### src/rtl/if_fetch_pkg.sv
// Shared widths, constants, FSM encoding and small PC helpers for the fetch stage.
package if_fetch_pkg;

    localparam int ADDR_WIDTH = 32;
    localparam int DATA_WIDTH = 32;

    localparam logic [DATA_WIDTH-1:0] NOP  = 32'h0000_0013;
    localparam logic [ADDR_WIDTH-1:0] ZERO = '0;

    typedef enum logic {
        IF_FETCH = 1'b0,
        IF_DROP  = 1'b1
    } if_state_t;

    // Source selected for the IF/ID register on the next edge.
    typedef enum logic [1:0] {
        IFID_HOLD   = 2'd0,
        IFID_MEM    = 2'd1,
        IFID_SKID   = 2'd2,
        IFID_BUBBLE = 2'd3
    } ifid_sel_t;

    function automatic logic [ADDR_WIDTH-1:0] word_align(input logic [ADDR_WIDTH-1:0] a);
        return a & {{(ADDR_WIDTH-2){1'b1}}, 2'b00};
    endfunction

    function automatic logic [ADDR_WIDTH-1:0] next_pc(input logic [ADDR_WIDTH-1:0] a);
        return a + ADDR_WIDTH'(4);
    endfunction

endpackage

### src/rtl/if_skid_buf.sv
// One-entry instruction/address holding register; clear beats load, load beats unload.
module if_skid_buf
    import if_fetch_pkg::*;
(
    input  logic                  clk,
    input  logic                  rst_n,
    input  logic                  load,
    input  logic                  unload,
    input  logic                  clear,
    input  logic [DATA_WIDTH-1:0] load_inst,
    input  logic [ADDR_WIDTH-1:0] load_addr,
    output logic                  valid,
    output logic [DATA_WIDTH-1:0] inst,
    output logic [ADDR_WIDTH-1:0] addr
);

    always_ff @(posedge clk) begin
        if (!rst_n) begin
            valid <= 1'b0;
            inst  <= NOP;
            addr  <= ZERO;
        end else if (clear) begin
            valid <= 1'b0;
        end else if (load) begin
            valid <= 1'b1;
            inst  <= load_inst;
            addr  <= load_addr;
        end else if (unload) begin
            valid <= 1'b0;
        end
    end

endmodule

### src/rtl/if_fetch.sv
// RV32I fetch stage: owns the PC, handshakes with instruction memory and feeds decode
// through an IF/ID register backed by a one-entry skid buffer.
module if_fetch
    import if_fetch_pkg::*;
#(
    parameter logic [ADDR_WIDTH-1:0] RESET_PC = 32'h0000_0000
) (
    input  logic                  clk_i,
    input  logic                  rst_i,
    input  logic                  stall_i,
    input  logic                  jump_i,
    input  logic [ADDR_WIDTH-1:0] jump_addr_i,
    output logic                  imem_req_o,
    output logic [ADDR_WIDTH-1:0] imem_addr_o,
    input  logic                  imem_ack_i,
    input  logic [DATA_WIDTH-1:0] imem_rdata_i,
    output logic [DATA_WIDTH-1:0] inst_o,
    output logic [ADDR_WIDTH-1:0] inst_addr_o,
    output logic                  inst_valid_o
);

    if_state_t             state_q, state_d;
    logic [ADDR_WIDTH-1:0] pc_q, pc_d;
    logic [ADDR_WIDTH-1:0] target_q, target_d;
    logic [ADDR_WIDTH-1:0] jump_tgt;
    ifid_sel_t             ifid_sel;
    logic                  accepted;

    logic                  skid_load, skid_unload, skid_clear;
    logic                  skid_valid;
    logic [DATA_WIDTH-1:0] skid_inst;
    logic [ADDR_WIDTH-1:0] skid_addr;

    if_skid_buf u_skid (
        .clk       (clk_i),
        .rst_n     (rst_i),
        .load      (skid_load),
        .unload    (skid_unload),
        .clear     (skid_clear),
        .load_inst (imem_rdata_i),
        .load_addr (pc_q),
        .valid     (skid_valid),
        .inst      (skid_inst),
        .addr      (skid_addr)
    );

    // pc is frozen while in DROP, so it still names the abandoned request.
    assign imem_req_o  = rst_i && ((state_q == IF_DROP) || !skid_valid);
    assign imem_addr_o = pc_q;
    assign accepted    = imem_req_o && imem_ack_i;
    assign jump_tgt    = word_align(jump_addr_i);

    always_comb begin
        state_d     = state_q;
        pc_d        = pc_q;
        target_d    = target_q;
        ifid_sel    = IFID_HOLD;
        skid_load   = 1'b0;
        skid_unload = 1'b0;
        skid_clear  = 1'b0;

        unique case (state_q)
            IF_FETCH: begin
                if (jump_i) begin
                    ifid_sel   = IFID_BUBBLE;
                    skid_clear = 1'b1;
                    if (accepted || !imem_req_o) begin
                        pc_d = jump_tgt;
                    end else begin
                        target_d = jump_tgt;
                        state_d  = IF_DROP;
                    end
                end else if (accepted) begin
                    pc_d = next_pc(pc_q);
                    if (!stall_i || !inst_valid_o) begin
                        ifid_sel = IFID_MEM;
                    end else begin
                        skid_load = 1'b1;
                    end
                end else if (!stall_i && skid_valid) begin
                    ifid_sel    = IFID_SKID;
                    skid_unload = 1'b1;
                end else if (!stall_i) begin
                    ifid_sel = IFID_BUBBLE;
                end
            end

            IF_DROP: begin
                if (jump_i) begin
                    target_d   = jump_tgt;
                    ifid_sel   = IFID_BUBBLE;
                    skid_clear = 1'b1;
                end else if (!stall_i) begin
                    ifid_sel = IFID_BUBBLE;
                end
                // A jump landing in the ack cycle must still win over the older target.
                if (accepted) begin
                    pc_d    = jump_i ? jump_tgt : target_q;
                    state_d = IF_FETCH;
                end
            end

            default: state_d = IF_FETCH;
        endcase
    end

    always_ff @(posedge clk_i) begin
        if (!rst_i) begin
            state_q      <= IF_FETCH;
            pc_q         <= RESET_PC;
            target_q     <= ZERO;
            inst_o       <= NOP;
            inst_addr_o  <= ZERO;
            inst_valid_o <= 1'b0;
        end else begin
            state_q  <= state_d;
            pc_q     <= pc_d;
            target_q <= target_d;
            case (ifid_sel)
                IFID_MEM: begin
                    inst_o       <= imem_rdata_i;
                    inst_addr_o  <= pc_q;
                    inst_valid_o <= 1'b1;
                end
                IFID_SKID: begin
                    inst_o       <= skid_inst;
                    inst_addr_o  <= skid_addr;
                    inst_valid_o <= 1'b1;
                end
                IFID_BUBBLE: begin
                    inst_o       <= NOP;
                    inst_addr_o  <= ZERO;
                    inst_valid_o <= 1'b0;
                end
                default: begin
                    inst_o       <= inst_o;
                    inst_addr_o  <= inst_addr_o;
                    inst_valid_o <= inst_valid_o;
                end
            endcase
        end
    end

endmodule

### config.mk
export PLATFORM = sky130hd
export DESIGN_NAME = if_fetch
export DESIGN_NICKNAME = d
export VERILOG_FILES = /design/src/rtl/if_fetch_pkg.sv /design/src/rtl/if_skid_buf.sv /design/src/rtl/if_fetch.sv
export SDC_FILE = /design/constraint.sdc
export NUM_CORES = 1
export LEC_CHECK = 0
export BUFFER_PORTS_ARGS = -buffer_cell sky130_fd_sc_hd__clkbuf_2
export CAP_MARGIN = 15
export CORE_ASPECT_RATIO = 0.8
export CORE_UTILIZATION = 30
export DETAILED_ROUTE_END_ITERATION = 8
export PLACE_DENSITY = 0.51
export SETUP_SLACK_MARGIN = 0.4
export SLEW_MARGIN = 5
export SYNTH_ARGS = -nofsm -noshare
export SYNTH_HDL_FRONTEND = slang
export SYNTH_SLANG_ARGS = --single-unit
### constraint.sdc
create_clock -name clk_i -period 2.64 [get_ports clk_i]
set_clock_uncertainty 0.15 [all_clocks]
set_input_delay 0 -clock clk_i [delete_from_list [all_inputs] [get_ports clk_i]]
set_output_delay 0 -clock clk_i [all_outputs]
set_load 0.01 [all_outputs]
After elaboration in Yosys (flattened, before gate mapping):

Cells that the tools add are included.

* reduce and logical (&&, ||, !) cells: 18
* eq/ne operators: 8
* bitwise gates (word level): 3
* muxes and demuxes: 34
* $add $sub $neg: 1

Operators by type and width (count)
* two-way mux 32 bit: 7
* one-hot mux 32 bit (3 select lines): 2
* one-hot mux 32 bit (2 select lines): 2
* adder 32 x 3 -> 32 bit (second input constant): 1
* two-way mux 1 bit: 15
* two-way mux 2 bit: 5
* inequality test 3 bit (second input constant): 2
* equality test 2 bit (second input constant): 2
* logical NOT 1 bit: 4
* inequality test 2 bit (second input constant): 2
* one-hot mux 1 bit (2 select lines): 2
* one-hot mux 2 bit (2 select lines): 1
* AND reduction 2 bit: 2
* nonzero test 2 bit: 2
* OR reduction 2 bit: 2
* logical AND 1 bit: 3
* logical OR 1 bit: 3
* inverter 1 bit: 3
* AND reduction 3 bit: 1
* nonzero test 3 bit: 1
* equality test 2 x 1 -> 1 bit (second input constant): 1
* inequality test 2 x 1 -> 1 bit (second input constant): 1

* output and inout bits: 98
* input bits: 69
* word-level logic and storage cells: 73
* register bits: 195

Logic depth before layout (Yosys ltp):

* depth after elaboration: 10
* mapped depth: 8
* mapped depth without buffers: 6

Hierarchy:

Synthesis repeated with hierarchy kept, for this count alone.

* cells, all modules: 1059
* area, all modules: 9044.9 um^2

By module, submodules not included
* if_fetch: area each 6377.4 um^2, times used 1, cells each 777, seq. area each 2602.5 um^2
* if_skid_buf: area each 2667.6 um^2, times used 1, cells each 282, seq. area each 1301.2 um^2

Worst setup path after synthesis:

OpenSTA, ideal clock, no wires.

* path kind: register to register
* start point: register pc_q[3] (netlist: imem_addr_o[3])
* end point: register pc_q[14] (netlist: imem_addr_o[14])
* setup slack: 516 ps
* required time: 2366 ps
* period minus slack after synthesis: 2124 ps
* library setup time: 124 ps
* arrival: 1850 ps
* cell stages (with the launch flop): 7
* cell sequence: dfxtp_1 ha_1 nand4_2 nor2_2 mux2_2 a221oi_1 a21oi_1

* word-level cells in the longest chain between the ends: 4

Ends and longest elaborated chain
* start: declaration: line if_fetch.sv:23 `logic [ADDR_WIDTH-1:0] pc_q, pc_d;`
* start signal: assignment: line if_fetch.sv:117 `pc_q <= pc_d;`
* adder 32 x 3 -> 32 bit: line if_fetch_pkg.sv:28 `return a + ADDR_WIDTH'(4);`
* two-way mux 32 bit: line if_fetch.sv:73 `end else if (accepted) begin`
* two-way mux 32 bit: line if_fetch.sv:64 `if (jump_i) begin`
* one-hot mux 32 bit (2 select lines): line if_fetch.sv:62 `unique case (state_q)`

No other way between the ends. The select of a mux whose other input is x is not followed.
A chain may end at the register's enable or synchronous reset.

Worst setup path after layout:

* start point: register pc_q[12] (netlist: imem_addr_o[12])
* end point: register pc_q[29] (netlist: imem_addr_o[29])

Same word-level chain as after synthesis.

==> run_summary.xml <==
<?xml version="1.0" encoding="UTF-8"?>
<metrics>
  <group name="placed_design">
    <metric name="placement.setup.worst_slack" unit="ns">0.255</metric>
    <metric name="placed_wire_length_estimate" unit="um">16700</metric>
    <metric name="placement.io_buffers" unit="">164</metric>
    <metric name="gp_routability_congestion" unit="">0.782</metric>
    <metric name="place_area" unit="um^2">9360</metric>
  </group>
  <group name="synth">
    <metric name="synth.lib_cells_used.distinct" unit="">64</metric>
    <metric name="post_synthesis_instance_total" unit="">988</metric>
    <metric name="yosysSeqAreaShare" unit="%">47.8</metric>
    <metric name="number_of_synthesized_register_bits" unit="">195</metric>
    <metric name="postSynthAreaPerCell" unit="um^2">8.27</metric>
    <metric name="synthFlopType" unit="">dfxtp_1</metric>
    <metric name="synth-async-reset-ratio" unit="%">0</metric>
    <metric name="mappedNetlistArea" unit="um^2">8180</metric>
    <metric name="synth-edff-count" unit="">0</metric>
    <metric name="mappedNetlistNets" unit="">1058</metric>
    <metric name="synth_warnings" unit="">0</metric>
  </group>
  <group name="setup_path">
    <metric name="path_class" unit="">flop to flop</metric>
    <metric name="crit_path_cell_trace" unit="">nand4_1, buf_4, nor2_1, buf_4, nand2_1, or4_1, nand3_1</metric>
    <metric name="critical_path_required" unit="ns">2.87</metric>
    <metric name="timing.critical_path.mode_cell" unit="">buf_4</metric>
    <metric name="worst-path-max-fanout" unit="">11</metric>
    <metric name="cp.arrival" unit="ns">2.35</metric>
    <metric name="cp-start-kind" unit="">flop</metric>
    <metric name="highest_cell_delay_on_the_worst_timing_path" unit="ns">0.51</metric>
    <metric name="critPathSlowestCell" unit="">dfxtp_1</metric>
    <metric name="end_kind" unit="">flop</metric>
    <metric name="critical-path-top-delay-family" unit="">simple AND/OR/NAND/NOR gates</metric>
    <metric name="cp_num_buf_inv" unit="">2</metric>
  </group>
  <group name="clock_tree">
    <metric name="worstSkewPairLatency" unit="ns">0.44</metric>
    <metric name="htreeDepth" unit="">4</metric>
    <metric name="clk_pin_slew" unit="ns">0.08</metric>
    <metric name="ctsLongestPathBuffers" unit="">2</metric>
    <metric name="cts.sink_count" unit="">195</metric>
    <metric name="cts_inserted_buffers" unit="">17</metric>
    <metric name="cts_tree" unit="">done</metric>
    <metric name="clk_root_buf" unit="">clkbuf_16</metric>
  </group>
  <group name="final_layout">
    <metric name="syn2layout_area_growth" unit="%">31.2</metric>
    <metric name="finish.net_count" unit="">1265</metric>
    <metric name="insertedDiodeCount" unit="">0</metric>
    <metric name="post_route_cells_drive_above_1_share" unit="%">22.7</metric>
    <metric name="postLayoutCoreUtil" unit="%">40.4</metric>
    <metric name="post-route-cell-area" unit="um^2">10700</metric>
  </group>
  <group name="routing">
    <metric name="detailroute.via_count" unit="">7957</metric>
    <metric name="drtIter0Drc" unit="">624</metric>
    <metric name="post-route-drc-count" unit="">0</metric>
    <metric name="drt-wirelength-per-cell" unit="um">16.8</metric>
    <metric name="first_pass_iters" unit="">6</metric>
    <metric name="route.antenna.remaining_nets" unit="">0</metric>
    <metric name="avgViaCountPerCell" unit="">5.09</metric>
    <metric name="totalWireLength" unit="um">26300</metric>
  </group>
  <group name="timing">
    <metric name="grt_setup_unrepaired" unit="">false</metric>
    <metric name="worst_hold_slack" unit="ns">0.0858</metric>
    <metric name="setup_ws" unit="ns">0.517</metric>
    <metric name="fmax" unit="GHz">0.471</metric>
    <metric name="timing.max_slew.rel_slack" unit="%">62.6</metric>
    <metric name="timing.final.crit_share" unit="%">80.4</metric>
    <metric name="finalSetupTns" unit="ns">0</metric>
    <metric name="timing.final.hold_violations" unit="">0</metric>
    <metric name="finalCriticalPeriod" unit="ns">2.12</metric>
    <metric name="timing.final.setup_violations" unit="">0</metric>
    <metric name="timing_worst_slew_pin_value" unit="ns">0.560</metric>
    <metric name="final_max_slew_viol_count" unit="">0</metric>
  </group>
  <group name="global_routing">
    <metric name="first_pass_grt_wire_length" unit="um">42000</metric>
    <metric name="grt_antenna_before_repair" unit="">0</metric>
    <metric name="grt_remaining_overflow" unit="">0</metric>
    <metric name="grtUsageTotal" unit="%">18.9</metric>
    <metric name="maximum_number_of_pins_on_one_net_before_global_route_repair" unit="">108</metric>
    <metric name="via_count_of_the_first_global_routing_pass" unit="">7590</metric>
  </group>
  <group name="floorplanning">
    <metric name="placement_rows" unit="">53</metric>
    <metric name="fp.coreArea" unit="um^2">26500</metric>
    <metric name="vertical_extent_of_the_die" unit="um">150</metric>
    <metric name="initial_core_util" unit="%">30.8</metric>
    <metric name="die_width" unit="um">187</metric>
    <metric name="io-pin-count" unit="">167</metric>
    <metric name="die_area" unit="um^2">27900</metric>
  </group>
  <group name="power_and_ir_drop">
    <metric name="power.density" unit="nW/um^2">597</metric>
    <metric name="peakVddDrop" unit="V">0.000442</metric>
    <metric name="power.static_leakage" unit="nW">4.57</metric>
  </group>
  <group name="worst_hold_path">
    <metric name="kind_of_path_behind_the_tightest_hold_check" unit="">primary input to flop</metric>
  </group>
  <group name="outcome">
    <metric name="status" unit="">finished clean</metric>
  </group>
  <group name="job">
    <metric name="timing.max_cap.violations" unit="">0</metric>
  </group>
</metrics>
==> worst register-to-register path, cell delays in order (launching register included) <==
cell and delay, ns:
dfxtp_1 0.51, nand4_1 0.20, buf_4 0.20, nor2_1 0.10, buf_4 0.20, nand2_1 0.18, or4_1 0.44, nand3_1 0.09
==> where the power goes <==
| part | internal (mW) | total (mW) | switching (mW) |
|---|---|---|---|
| Sequential | 3.03 | 3.15 | 0.118 |
| Combinational | 0.293 | 0.667 | 0.374 |
| Clock | 1.33 | 2.59 | 1.26 |
| Total | 4.65 | 6.40 | 1.75 |
==> synth_stat cells, types with 3 or more instances <==
library cell	n	area [um^2]
nand2_1	243	912
dfxtp_1	195	3900
a21oi_1	117	586
inv_1	69	259
a222oi_1	61	611
clkbuf_1	38	143
buf_2	34	170
o21ai_0	27	135
o211ai_1	25	188
nand3_1	22	110
nor2_1	21	78.8
nand4_1	10	62.6
and3_1	7	43.8
nor3_1	7	35.0
buf_6	6	67.6
mux2i_1	6	60.1
o22ai_1	6	37.5
or4_1	6	45.0
a31oi_1	5	31.3
a211oi_1	4	30.0
a221oi_1	4	35.0
a41oi_1	4	35.0
buf_1	4	15.0
nor2b_1	4	25.0
a22oi_1	3	22.5
and2_1	3	18.8
and4_1	3	26.3
buf_4	3	22.5
==> final timing paths <==
kind	startpoint	to	slack, ns	cells after the start
max	imem_addr_o[12]	imem_addr_o[29]	0.52	7
min	jump_i	imem_addr_o[10]	0.09	5
max reg2reg	imem_addr_o[12]	imem_addr_o[29]	0.52	7
min reg2reg	inst_o[0]	inst_o[0]	0.30	2
==> sequential cells by signal, indices dropped and copies added (netlist names) <==
| signal | cells |
|---|---|
| u_skid.inst | 32 |
| inst_valid_o | 1 |
| imem_addr_o | 32 |
| state_q | 1 |
| u_skid.valid | 1 |
| target_q | 32 |
| inst_o | 32 |
| inst_addr_o | 32 |
| u_skid.addr | 32 |
==> stage by stage <==
stage	total power [mW]	instances
after floorplan	3.52	988
after global placement	3.79	1457
after detailed placement	3.79	1457
after CTS	6.48	1557
after global routing	6.68	1564
final	6.40	1564
==> kinds of logic (layout without fill, tap and decap cells) <==
| kind of cell | Yosys count | in the layout | share of synthesized area [%] |
|---|---|---|---|
| adder cells (fa/ha/maj) | 1 | 1 | 0.153 |
| AO/OA/AOI/OAI | 276 | 276 | 23.5 |
| buffers and inverters | 156 | 374 | 8.37 |
| AND/OR/NAND/NOR | 350 | 351 | 19.1 |
| multiplexers | 7 | 7 | 0.872 |
| flip-flops | 195 | 195 | 47.8 |
| XOR/XNOR | 3 | 3 | 0.321 |
==> cell type report <==
type | instances | area, um^2
Clock buffer | 17 | 425
Tap cell | 357 | 447
Sequential cell | 195 | 3910
Clock inverter | 14 | 149
Timing Repair Buffer | 272 | 1870
Multi-Input combinational cell | 638 | 3650
Fill cell | 2721 | 15800
Inverter | 71 | 268
==> cell usage in the layout (no fill, tap or decap), types with 10 or more instances in the layout <==
master	instances
dlygate4sd3_1	65
inv_1	69
buf_4	36
o21ai_0	27
o211ai_1	25
a222oi_1	61
dfxtp_1	188
nor2_1	20
clkbuf_2	164
clkbuf_16	17
a21oi_1	117
nand3_1	22
nand4_1	10
nand2_1	243
==> timing repair <==
item / 4_1_cts / 5_1_grt
gates cloned: 1 / 0
pin swaps: 1 / 3
setup endpoints to repair: 32 / 125
buffers inserted: 3 / 7
hold buffers: 65 / 0
hold endpoints to repair: 129 / 0
resized for setup: 2 / 13
==> metal layers <==
metal	vias up	GRT usage, %	part of all wire [%]
li1	3917	-	-
met5	-	0	0
met4	0	3.85	0.78
met1	3804	25.6	48
met2	222	31.2	47
met3	14	3.94	5.0
Note: power is estimated with default switching activity, not from simulation.
